--- config.mk ---
export PLATFORM = sky130hd
export DESIGN_NAME = m_pcpi_initiator_flat
export DESIGN_NICKNAME = d
export VERILOG_FILES = /design/src/rtl/m_pcpi_initiator_if.sv /design/src/rtl/m_pcpi_initiator.sv /design/src/flat_wrapper.sv
export SDC_FILE = /design/constraint.sdc
export NUM_CORES = 1
export LEC_CHECK = 0
export ABC_CLOCK_PERIOD_IN_PS = 4400
export CAP_MARGIN = 20
export CORE_ASPECT_RATIO = 0.7
export CORE_MARGIN = 3
export CORE_UTILIZATION = 36
export CTS_BUF_LIST = sky130_fd_sc_hd__clkbuf_4 sky130_fd_sc_hd__clkbuf_8 sky130_fd_sc_hd__clkbuf_16
export CTS_CLUSTER_SIZE = 24
export DETAILED_ROUTE_END_ITERATION = 8
export PLACE_DENSITY = 0.84
export SLEW_MARGIN = 10
export SYNTH_ARGS = -nofsm -noshare
export SYNTH_HDL_FRONTEND = slang
export SYNTH_SLANG_ARGS = --single-unit
--- constraint.sdc ---
create_clock -name clk -period 4.4 [get_ports clk]
set_input_delay 0.88 -clock clk [delete_from_list [all_inputs] [get_ports clk]]
set_output_delay 0.88 -clock clk [all_outputs]
set_load 0.02 [all_outputs]
--- src/rtl/m_pcpi_initiator_if.sv ---
// m_pcpi_initiator_if: command, PCPI and response bundles of the initiator.
// master is the initiator side, slave the environment side.
interface m_pcpi_initiator_if;
  logic        cmd_valid;
  logic        cmd_ready;
  logic [31:0] cmd_insn;
  logic [31:0] cmd_rs1;
  logic [31:0] cmd_rs2;
  logic        pcpi_valid;
  logic [31:0] pcpi_insn;
  logic [31:0] pcpi_rs1;
  logic [31:0] pcpi_rs2;
  logic        pcpi_ready;
  logic        pcpi_wr;
  logic [31:0] pcpi_rd;
  logic        pcpi_busy;
  logic        rsp_valid;
  logic        rsp_ready;
  logic        rsp_wr;
  logic [31:0] rsp_rd;
  logic        rsp_trap;

  modport master (
    input  cmd_valid, cmd_insn, cmd_rs1, cmd_rs2,
    input  pcpi_ready, pcpi_wr, pcpi_rd, pcpi_busy,
    input  rsp_ready,
    output cmd_ready,
    output pcpi_valid, pcpi_insn, pcpi_rs1, pcpi_rs2,
    output rsp_valid, rsp_wr, rsp_rd, rsp_trap
  );

  modport slave (
    output cmd_valid, cmd_insn, cmd_rs1, cmd_rs2,
    output pcpi_ready, pcpi_wr, pcpi_rd, pcpi_busy,
    output rsp_ready,
    input  cmd_ready,
    input  pcpi_valid, pcpi_insn, pcpi_rs1, pcpi_rs2,
    input  rsp_valid, rsp_wr, rsp_rd, rsp_trap
  );
endinterface

--- src/rtl/m_pcpi_initiator.sv ---
// m_pcpi_initiator: issues one PCPI request at a time and returns its result.
// Define M_PCPI_TIMEOUT_EN to trap requests that no coprocessor claims.
module m_pcpi_initiator #(
  parameter int unsigned TIMEOUT_CYCLES = 16
) (
  input  logic               clk,
  input  logic               reset,
  m_pcpi_initiator_if.master bus
);

  typedef enum logic [1:0] {
    IDLE  = 2'd0,
    ISSUE = 2'd1,
    WAIT  = 2'd2,
    RESP  = 2'd3
  } state_t;

  state_t      r_state;
  state_t      w_next;
  logic [31:0] r_insn;
  logic [31:0] r_rs1;
  logic [31:0] r_rs2;
  logic [31:0] r_rd;
  logic        r_wr;
  logic        w_cmd_fire;
  logic        w_done;
  logic        w_expire;

  assign w_cmd_fire = (r_state == IDLE) && bus.cmd_valid;
  assign w_done     = ((r_state == ISSUE) || (r_state == WAIT))
                      && bus.pcpi_ready;

`ifdef M_PCPI_TIMEOUT_EN
  localparam int CW = $clog2(TIMEOUT_CYCLES + 1);
  logic [CW-1:0] r_cnt;
  logic          r_trap;

  // Only a silent ISSUE cycle can expire; ready or busy win.
  assign w_expire = (r_state == ISSUE) && !bus.pcpi_ready
                    && !bus.pcpi_busy
                    && (r_cnt == CW'(TIMEOUT_CYCLES - 1));

  always_ff @(posedge clk or posedge reset) begin
    if (reset) begin
      r_cnt  <= '0;
      r_trap <= 1'b0;
    end else begin
      if (r_state == ISSUE && !w_expire) begin
        r_cnt <= r_cnt + 1'b1;
      end else if (r_state != ISSUE) begin
        r_cnt <= '0;
      end
      if (w_done) begin
        r_trap <= 1'b0;
      end else if (w_expire) begin
        r_trap <= 1'b1;
      end
    end
  end

  assign bus.rsp_trap = r_trap;
`else
  assign w_expire     = 1'b0;
  assign bus.rsp_trap = 1'b0;
`endif

  always_ff @(posedge clk or posedge reset) begin
    if (reset) begin
      r_state <= IDLE;
    end else begin
      r_state <= w_next;
    end
  end

  always_comb begin
    w_next = r_state;
    unique case (r_state)
      IDLE: begin
        if (bus.cmd_valid) w_next = ISSUE;
      end
      ISSUE: begin
        if (bus.pcpi_ready) w_next = RESP;
        else if (bus.pcpi_busy) w_next = WAIT;
        else if (w_expire) w_next = RESP;
      end
      WAIT: begin
        if (bus.pcpi_ready) w_next = RESP;
      end
      RESP: begin
        if (bus.rsp_ready) w_next = IDLE;
      end
      default: w_next = IDLE;
    endcase
  end

  // Operands stay put until the next command; the coprocessor reads them live.
  always_ff @(posedge clk or posedge reset) begin
    if (reset) begin
      r_insn <= '0;
      r_rs1  <= '0;
      r_rs2  <= '0;
      r_rd   <= '0;
      r_wr   <= 1'b0;
    end else begin
      if (w_cmd_fire) begin
        r_insn <= bus.cmd_insn;
        r_rs1  <= bus.cmd_rs1;
        r_rs2  <= bus.cmd_rs2;
      end
      if (w_done) begin
        r_wr <= bus.pcpi_wr;
        r_rd <= bus.pcpi_rd;
      end else if (w_expire) begin
        r_wr <= 1'b0;
        r_rd <= '0;
      end
    end
  end

  assign bus.cmd_ready  = (r_state == IDLE);
  assign bus.pcpi_valid = (r_state == ISSUE) || (r_state == WAIT);
  assign bus.pcpi_insn  = r_insn;
  assign bus.pcpi_rs1   = r_rs1;
  assign bus.pcpi_rs2   = r_rs2;
  assign bus.rsp_valid  = (r_state == RESP);
  assign bus.rsp_wr     = r_wr;
  assign bus.rsp_rd     = r_rd;

endmodule
--- src/flat_wrapper.sv ---
// flat-port wrapper written by rule: the top's interface ports become plain ports
module m_pcpi_initiator_flat 
#(
  parameter int unsigned TIMEOUT_CYCLES = 16
)
  (clk, reset, bus_cmd_valid, bus_cmd_insn, bus_cmd_rs1, bus_cmd_rs2, bus_pcpi_ready, bus_pcpi_wr, bus_pcpi_rd, bus_pcpi_busy, bus_rsp_ready, bus_cmd_ready, bus_pcpi_valid, bus_pcpi_insn, bus_pcpi_rs1, bus_pcpi_rs2, bus_rsp_valid, bus_rsp_wr, bus_rsp_rd, bus_rsp_trap);
  m_pcpi_initiator_if bus_i ();
  input  logic clk;
  input  logic reset;
  input wire logic [$bits(bus_i.cmd_valid)-1:0] bus_cmd_valid;
  input wire logic [$bits(bus_i.cmd_insn)-1:0] bus_cmd_insn;
  input wire logic [$bits(bus_i.cmd_rs1)-1:0] bus_cmd_rs1;
  input wire logic [$bits(bus_i.cmd_rs2)-1:0] bus_cmd_rs2;
  input wire logic [$bits(bus_i.pcpi_ready)-1:0] bus_pcpi_ready;
  input wire logic [$bits(bus_i.pcpi_wr)-1:0] bus_pcpi_wr;
  input wire logic [$bits(bus_i.pcpi_rd)-1:0] bus_pcpi_rd;
  input wire logic [$bits(bus_i.pcpi_busy)-1:0] bus_pcpi_busy;
  input wire logic [$bits(bus_i.rsp_ready)-1:0] bus_rsp_ready;
  output wire logic [$bits(bus_i.cmd_ready)-1:0] bus_cmd_ready;
  output wire logic [$bits(bus_i.pcpi_valid)-1:0] bus_pcpi_valid;
  output wire logic [$bits(bus_i.pcpi_insn)-1:0] bus_pcpi_insn;
  output wire logic [$bits(bus_i.pcpi_rs1)-1:0] bus_pcpi_rs1;
  output wire logic [$bits(bus_i.pcpi_rs2)-1:0] bus_pcpi_rs2;
  output wire logic [$bits(bus_i.rsp_valid)-1:0] bus_rsp_valid;
  output wire logic [$bits(bus_i.rsp_wr)-1:0] bus_rsp_wr;
  output wire logic [$bits(bus_i.rsp_rd)-1:0] bus_rsp_rd;
  output wire logic [$bits(bus_i.rsp_trap)-1:0] bus_rsp_trap;
  assign bus_i.cmd_valid = bus_cmd_valid;
  assign bus_i.cmd_insn = bus_cmd_insn;
  assign bus_i.cmd_rs1 = bus_cmd_rs1;
  assign bus_i.cmd_rs2 = bus_cmd_rs2;
  assign bus_i.pcpi_ready = bus_pcpi_ready;
  assign bus_i.pcpi_wr = bus_pcpi_wr;
  assign bus_i.pcpi_rd = bus_pcpi_rd;
  assign bus_i.pcpi_busy = bus_pcpi_busy;
  assign bus_i.rsp_ready = bus_rsp_ready;
  assign bus_cmd_ready = bus_i.cmd_ready;
  assign bus_pcpi_valid = bus_i.pcpi_valid;
  assign bus_pcpi_insn = bus_i.pcpi_insn;
  assign bus_pcpi_rs1 = bus_i.pcpi_rs1;
  assign bus_pcpi_rs2 = bus_i.pcpi_rs2;
  assign bus_rsp_valid = bus_i.rsp_valid;
  assign bus_rsp_wr = bus_i.rsp_wr;
  assign bus_rsp_rd = bus_i.rsp_rd;
  assign bus_rsp_trap = bus_i.rsp_trap;
  m_pcpi_initiator #(.TIMEOUT_CYCLES(TIMEOUT_CYCLES)) u_core (.clk(clk), .reset(reset), .bus(bus_i));
endmodule
==> results of run 1 <==
[per-layer routing]
metal | GRT usage (%) | wire length, µm | vias to the layer above
met1 | 19.7 | 5300 | 1732
met2 | 29.5 | 6730 | 167
li1 | - | - | 1574
met3 | 8.14 | 1330 | 26
met5 | 0 | 0 | -
met4 | 5.94 | 299 | 0
[final cells by class]
| cell class | instances | share of cell area (%) |
|---|---|---|
| repair buffers | 270 | 31.8 |
| clock buffers | 19 | 5.18 |
| inverters | 3 | 0.160 |
| clock inverters | 12 | 1.83 |
| multi-input cells | 147 | 20.4 |
| well taps | 185 | 2.69 |
| flip-flops and latches | 131 | 38.0 |
[worst min path at each step]
stage                                   startpoint  slack [ns]                  endpoint
after global routing         u_core.bus.rsp_rd[23]        0.51     u_core.bus.rsp_rd[23]
final                        u_core.bus.rsp_rd[12]        0.50     u_core.bus.rsp_rd[12]
after global placement     u_core.bus.pcpi_insn[3]        0.49   u_core.bus.pcpi_insn[3]
after detailed placement  u_core.bus.pcpi_insn[16]        0.49  u_core.bus.pcpi_insn[16]
after CTS                    u_core.bus.rsp_rd[23]        0.51     u_core.bus.rsp_rd[23]
after floorplan                  u_core.r_state[1]        0.53         u_core.r_state[1]
[sequential cells by signal, summed over array words and instances (netlist names)]
signal and cells:
u_core.bus.pcpi_rs2 32, u_core.bus.pcpi_rs1 32, u_core.bus.pcpi_insn 32, u_core.bus.rsp_rd 32, u_core.r_state 2, u_core.bus.rsp_wr 1
[where the power goes]
group | switching [µW] | internal (µW) | total, µW
combinational | 1530 | 1930 | 3470
sequential | 347 | 1830 | 2180
clock | 521 | 911 | 1430
total | 2400 | 4680 | 7080
[cell usage after synthesis]
master / instances / area, µm²
mux2_2: 89 / 1000
mux2_1: 1 / 11.3
and3_1: 1 / 6.26
a211oi_1: 1 / 7.51
conb_1: 1 / 3.75
a21oi_1: 1 / 5.00
dfrtp_1: 131 / 3280
buf_4: 1 / 7.51
nor2b_1: 1 / 6.26
buf_2: 8 / 40.0
nand2b_1: 2 / 12.5
nand2_2: 1 / 6.26
o21bai_1: 1 / 7.51
ha_1: 5 / 62.6
nand2_1: 1 / 3.75
inv_1: 3 / 11.3
buf_6: 5 / 56.3
or2_2: 1 / 6.26
mux2_4: 40 / 601
a41oi_1: 1 / 8.76
[metrics by stage]
stage | instances | setup slack (ns) | power, µW
floorplan | 295 | 0.0223 | 4030
global placement | 735 | 1.66 | 5570
detailed placement | 735 | 1.61 | 5690
CTS | 766 | 1.58 | 7160
global route | 767 | 1.49 | 7440
finish | 767 | 1.60 | 7080
[cell usage in the layout, fill, tap and decap left out, types with 2 or more instances in the layout]
cell | Yosys | routed
dfrtp_1 | 131 | 131
clkinv_2 | 0 | 2
mux2_4 | 40 | 40
buf_12 | 0 | 2
ha_1 | 5 | 5
inv_1 | 3 | 2
clkinv_4 | 0 | 3
mux2_2 | 89 | 89
clkinvlp_4 | 0 | 3
nand2b_1 | 2 | 2
bufinv_16 | 0 | 3
clkdlybuf4s50_1 | 0 | 266
clkbuf_16 | 0 | 17
[logic make-up after synthesis]
kind of cell             count (synthesis)  share of synthesized area (%)
flip-flops                             131                           63.7
other                                    1                         0.0729
buffers and inverters                   17                           2.24
multiplexers                           130                           31.4
adder cells (fa/ha/maj)                  5                           1.22
AO/OA/AOI/OAI                            4                          0.560
AND/OR/NAND/NOR                          7                          0.803
==> impl_metrics.ini, run 1 <==
[run_status]
status = finished clean

[grt]
grt_pass1_wl_um = 21600
grt_pass1_vias = 3884
grtUsageTotal_pct = 17.5
antenna_found_initial = 0
grt_max_degree = 82
grt_overflow = 0

[logic_synthesis]
yosysWarningCount = 0
ys_types = 20
synth_seq_cells = 131
syn_inst = 295
ys_seq_area_share_pct = 63.7
syn-cell-area_um2 = 5140
syn_nets = 435
syn_avg_cell_area_um2 = 17.4

[die]
die-area_um2 = 15800
initial_core_util_pct = 37.9
die_w_um = 149
die_h_um = 106
coreArea_um2 = 13600
io_pins = 268
row_count = 35

[worst_hold_path]
hp-class = flip-flop to flip-flop
hold_depth = 1

[critical_path]
ff2ff_path_depth = 5
worst_setup_path_start_kind = flip-flop
crit_type = flip-flop to output pin
cp_slowest_cell = clkdlybuf4s50_1
worstPathCellList = inv_1 > ha_1 > clkdlybuf4s50_1
cp_top_family = buffers and inverters
reg2reg_to = u_core.bus.pcpi_rs2[21]
crit_fanout = 4
startpoint = u_core.r_state[0]
r2r_slack_ns = 2.14
end_kind = output pin
arrival_ns = 1.92
critPathBufInv = 2
crit_path_max_incr_delay_ns = 0.66
rr_startpoint = u_core.r_state[0]
cp.required_ns = 3.52
endpoint = bus_cmd_ready
crit_cells = 3

[timing]
maxSlewHeadroom_pct = 63.1
finalHoldViolCount = 0
worst_hold_slack_ns = 0.504
fin_worst_skew_ns = 0.0105
slew_viol_final = 0
max_freq_mhz = 357
period_share_pct = 63.7
rsz0062_at_grt = no
fin_crit_ns = 2.80
worst_pin_slew_ns = 0.553
setup_viol = 0
setup_tns_ns = 0

[clock_network]
cts_hold_buf = 0
worst_setup_hold_path_clk_slew_ns = 0.06
cts-htree-levels = 4
clkSinkCount = 131
clockBufferDepth = 2
cts_made_buffers = 17
cts_resized = 0
tritoncts = done
cts_root_buffer = clkbuf_16
clk_latency_ns = 0.41
postCtsSetupRepairBufs = 0

[route]
ant_nets = 0
firstDrtPassIters = 4
drc = 0
num_vias = 3499
wl_per_cell_um = 17.8
postRouteWirelength_um = 13700
via_per_inst = 4.56
drt_iter0_drc = 103

[power]
cellPowerDensity_nw_per_um2 = 822
ir_worst_vdd_uv = 461
p_leak_uw = 0.00376

[place]
place_congestion = 0.717
hpwl_um = 10200
portBuffers = 266
post_dp_cell_area_um2 = 7990

[final_layout]
multi_input_area_um2 = 1760
fill_cells = 1017
finish.instance_area_um2 = 8620
nets = 710
utilization_pct = 63.5
drive_above_1_share_pct = 28.7
area_delta_synth_final_pct = 67.6
seqCellArea_um2 = 3280
num_antenna_cells = 0

[job]
drv_cap = 0
Note: power is estimated with default switching activity, not from simulation.
==> run 2, diff against run 1 <==
--- a/config.mk
+++ b/config.mk
@@ -5,15 +5,15 @@
 export SDC_FILE = /design/constraint.sdc
 export NUM_CORES = 1
 export LEC_CHECK = 0
-export ABC_CLOCK_PERIOD_IN_PS = 4400
+export ABC_CLOCK_PERIOD_IN_PS = 2850
 export CAP_MARGIN = 20
 export CORE_ASPECT_RATIO = 0.7
 export CORE_MARGIN = 3
-export CORE_UTILIZATION = 36
+export CORE_UTILIZATION = 40
 export CTS_BUF_LIST = sky130_fd_sc_hd__clkbuf_4 sky130_fd_sc_hd__clkbuf_8 sky130_fd_sc_hd__clkbuf_16
 export CTS_CLUSTER_SIZE = 24
 export DETAILED_ROUTE_END_ITERATION = 8
-export PLACE_DENSITY = 0.84
+export PLACE_DENSITY = 0.88
 export SLEW_MARGIN = 10
 export SYNTH_ARGS = -nofsm -noshare
 export SYNTH_HDL_FRONTEND = slang
==> constraint.sdc (replaced) <==
create_clock -name clk -period 2.85 [get_ports clk]
set_input_delay 0.57 -clock clk [delete_from_list [all_inputs] [get_ports clk]]
set_output_delay 0.57 -clock clk [all_outputs]
set_load 0.02 [all_outputs]
==> run 2 against run 1 <==
  * Combinational power up 55%
  * Register-to-register slack worse by 1.2 ns
  * Via count down 0.71%
  * Total power up 57%
  * Critical path depth unchanged
  * Worst setup slack worse by 1.2 ns
  * Count of clock-buffer cells in the layout down 1
  * Largest power group unchanged
==> impl_metrics.ini, run 2 (synthesis results as in run 1) <==
[timing]
setup_viol = 0
slew_viol_final = 0
worst_pin_slew_ns = 0.685
fin_worst_skew_ns = 0.00889
period_share_pct = 86.8
maxSlewHeadroom_pct = 54.4
max_freq_mhz = 404
finalHoldViolCount = 0
setup_tns_ns = 0
rsz0062_at_grt = no
fin_crit_ns = 2.47

[grt]
grt_max_degree = 132
grt_pass1_vias = 3881
grt_pass1_wl_um = 21300
grt_overflow = 0
antenna_found_initial = 0
grtUsageTotal_pct = 19.2

[route]
drt_iter0_drc = 69
postRouteWirelength_um = 13700
firstDrtPassIters = 3
met3_length_um = 1410
wl_met2_um = 6890
top_layer_used = met4
num_vias = 3474
ant_nets = 0
via_per_inst = 4.71
drt-met1-wl_um = 5240
drc = 0
wl_per_cell_um = 18.6

[critical_path]
rr_startpoint = u_core.r_state[0]
reg2reg_to = u_core.bus.pcpi_insn[28]
crit_fanout = 4
arrival_ns = 1.90
worst_setup_path_start_kind = flip-flop
end_kind = output pin
r2r_slack_ns = 0.95
ff2ff_path_depth = 5
cp.required_ns = 2.28
crit_type = flip-flop to output pin

[power]
internal_power_uw = 7400
p_seq_share_pct = 30.3
pwr-share-comb_pct = 48.3
total_power_uw = 11100
p_leak_uw = 0.00377
clock_power_share_pct = 21.3
power.switching_uw = 3720
cellPowerDensity_nw_per_um2 = 1290
swShare_pct = 33.4
ir_worst_vdd_uv = 928

[die]
die-area_um2 = 14300
coreArea_um2 = 12100
row_count = 33
die_h_um = 101
io_pins = 268
initial_core_util_pct = 42.4
die_w_um = 142

[final_layout]
nets = 710
num_antenna_cells = 0
fin_cells = 738
drive_above_1_share_pct = 28.6
mostFrequentLayoutCells = 266 x clkdlybuf4s50_1, 131 x dfrtp_1, 89 x mux2_2
area_delta_synth_final_pct = 67.6
fill_cells = 814
final_common_cell = clkdlybuf4s50_1

[worst_hold_path]
whs_endpoint = u_core.bus.rsp_rd[27]
hold_depth = 1
hp-class = flip-flop to flip-flop
hold_start = u_core.bus.rsp_rd[27]

[clock_network]
worst_setup_hold_path_clk_slew_ns = 0.06
cts_root_buffer = clkbuf_16
cts_hold_buf = 0
cts-htree-levels = 4
clockBufferDepth = 2
clkSinkCount = 131
cts_resized = 0
tritoncts = done
postCtsSetupRepairBufs = 0
cts_made_buffers = 17
clk_latency_ns = 0.40

[place]
place_congestion = 0.811
dp.cells = 708
hpwl_um = 10000
portBuffers = 266

[run_status]
status = finished clean

[job]
drv_cap = 0
## run 2: changes by cell type in the layout (fill, tap and decap cells not counted), sizes merged
cell / change
clkbuf: -1
bufinv: +2
clkinv: -2
## run 2: stage by stage
| stage | util (%) | hold WS, ns | area (µm²) | setup WS, ns |
|---|---|---|---|---|
| 6_report | 71.0 | 0.502 | 8620 | 0.378 |
| 5_1_grt | 71.0 | 0.513 | 8620 | 0.288 |
| 4_1_cts | 71.0 | 0.506 | 8620 | 0.355 |
| 3_5_place_dp | 65.7 | 0.491 | 7980 | 0.725 |
| 3_3_place_gp | 65.7 | 0.487 | 7980 | 0.750 |
| 2_1_floorplan | - | 0.525 | 5150 | 0.657 |
## run 2: worst max path at each step
stage                           start                        to  slack, ns  depth (start not counted)
floorplan                       reset   u_core.bus.pcpi_insn[0]       0.66                          1
global placement        bus_cmd_valid  u_core.bus.pcpi_insn[30]       0.75                          4
detailed placement      bus_cmd_valid  u_core.bus.pcpi_insn[28]       0.72                          4
CTS                 u_core.r_state[0]             bus_cmd_ready       0.36                          3
global route        u_core.r_state[0]            bus_pcpi_valid       0.29                          3
finish              u_core.r_state[0]             bus_cmd_ready       0.38                          3
## run 2: layout make-up
cell class	count	area, µm²	share of cell area, %
well taps	157	196	2.28
inverters	3	15.0	0.174
multi-input cells	147	1760	20.4
clock buffers	18	439	5.10
repair buffers	270	2730	31.7
flip-flops and latches	131	3280	38.0
clock inverters	12	205	2.38
## run 2: worst max-delay path, cell delays in order (launching register included)
cell and delay (ns):
dfrtp_1 0.42, inv_1 0.15, ha_1 0.27, clkdlybuf4s50_1 0.67
## run 2: layer usage
metal  track usage, %  vias to the layer above
li1                 -                     1581
met1             21.8                     1709
met2             32.5                      170
met3             9.29                       14
met4             5.53                        0
met5                0                        -
## run 2: power groups by stage
stage          Sequential, µW  Combinational, µW  Clock (µW)
6_report                 3370               5370        2370
3_3_place_gp             3320               5300           0
2_1_floorplan            4480               1750           0
4_1_cts                  3380               5450        2420
5_1_grt                  3480               5650        2510
3_5_place_dp             3380               5420           0
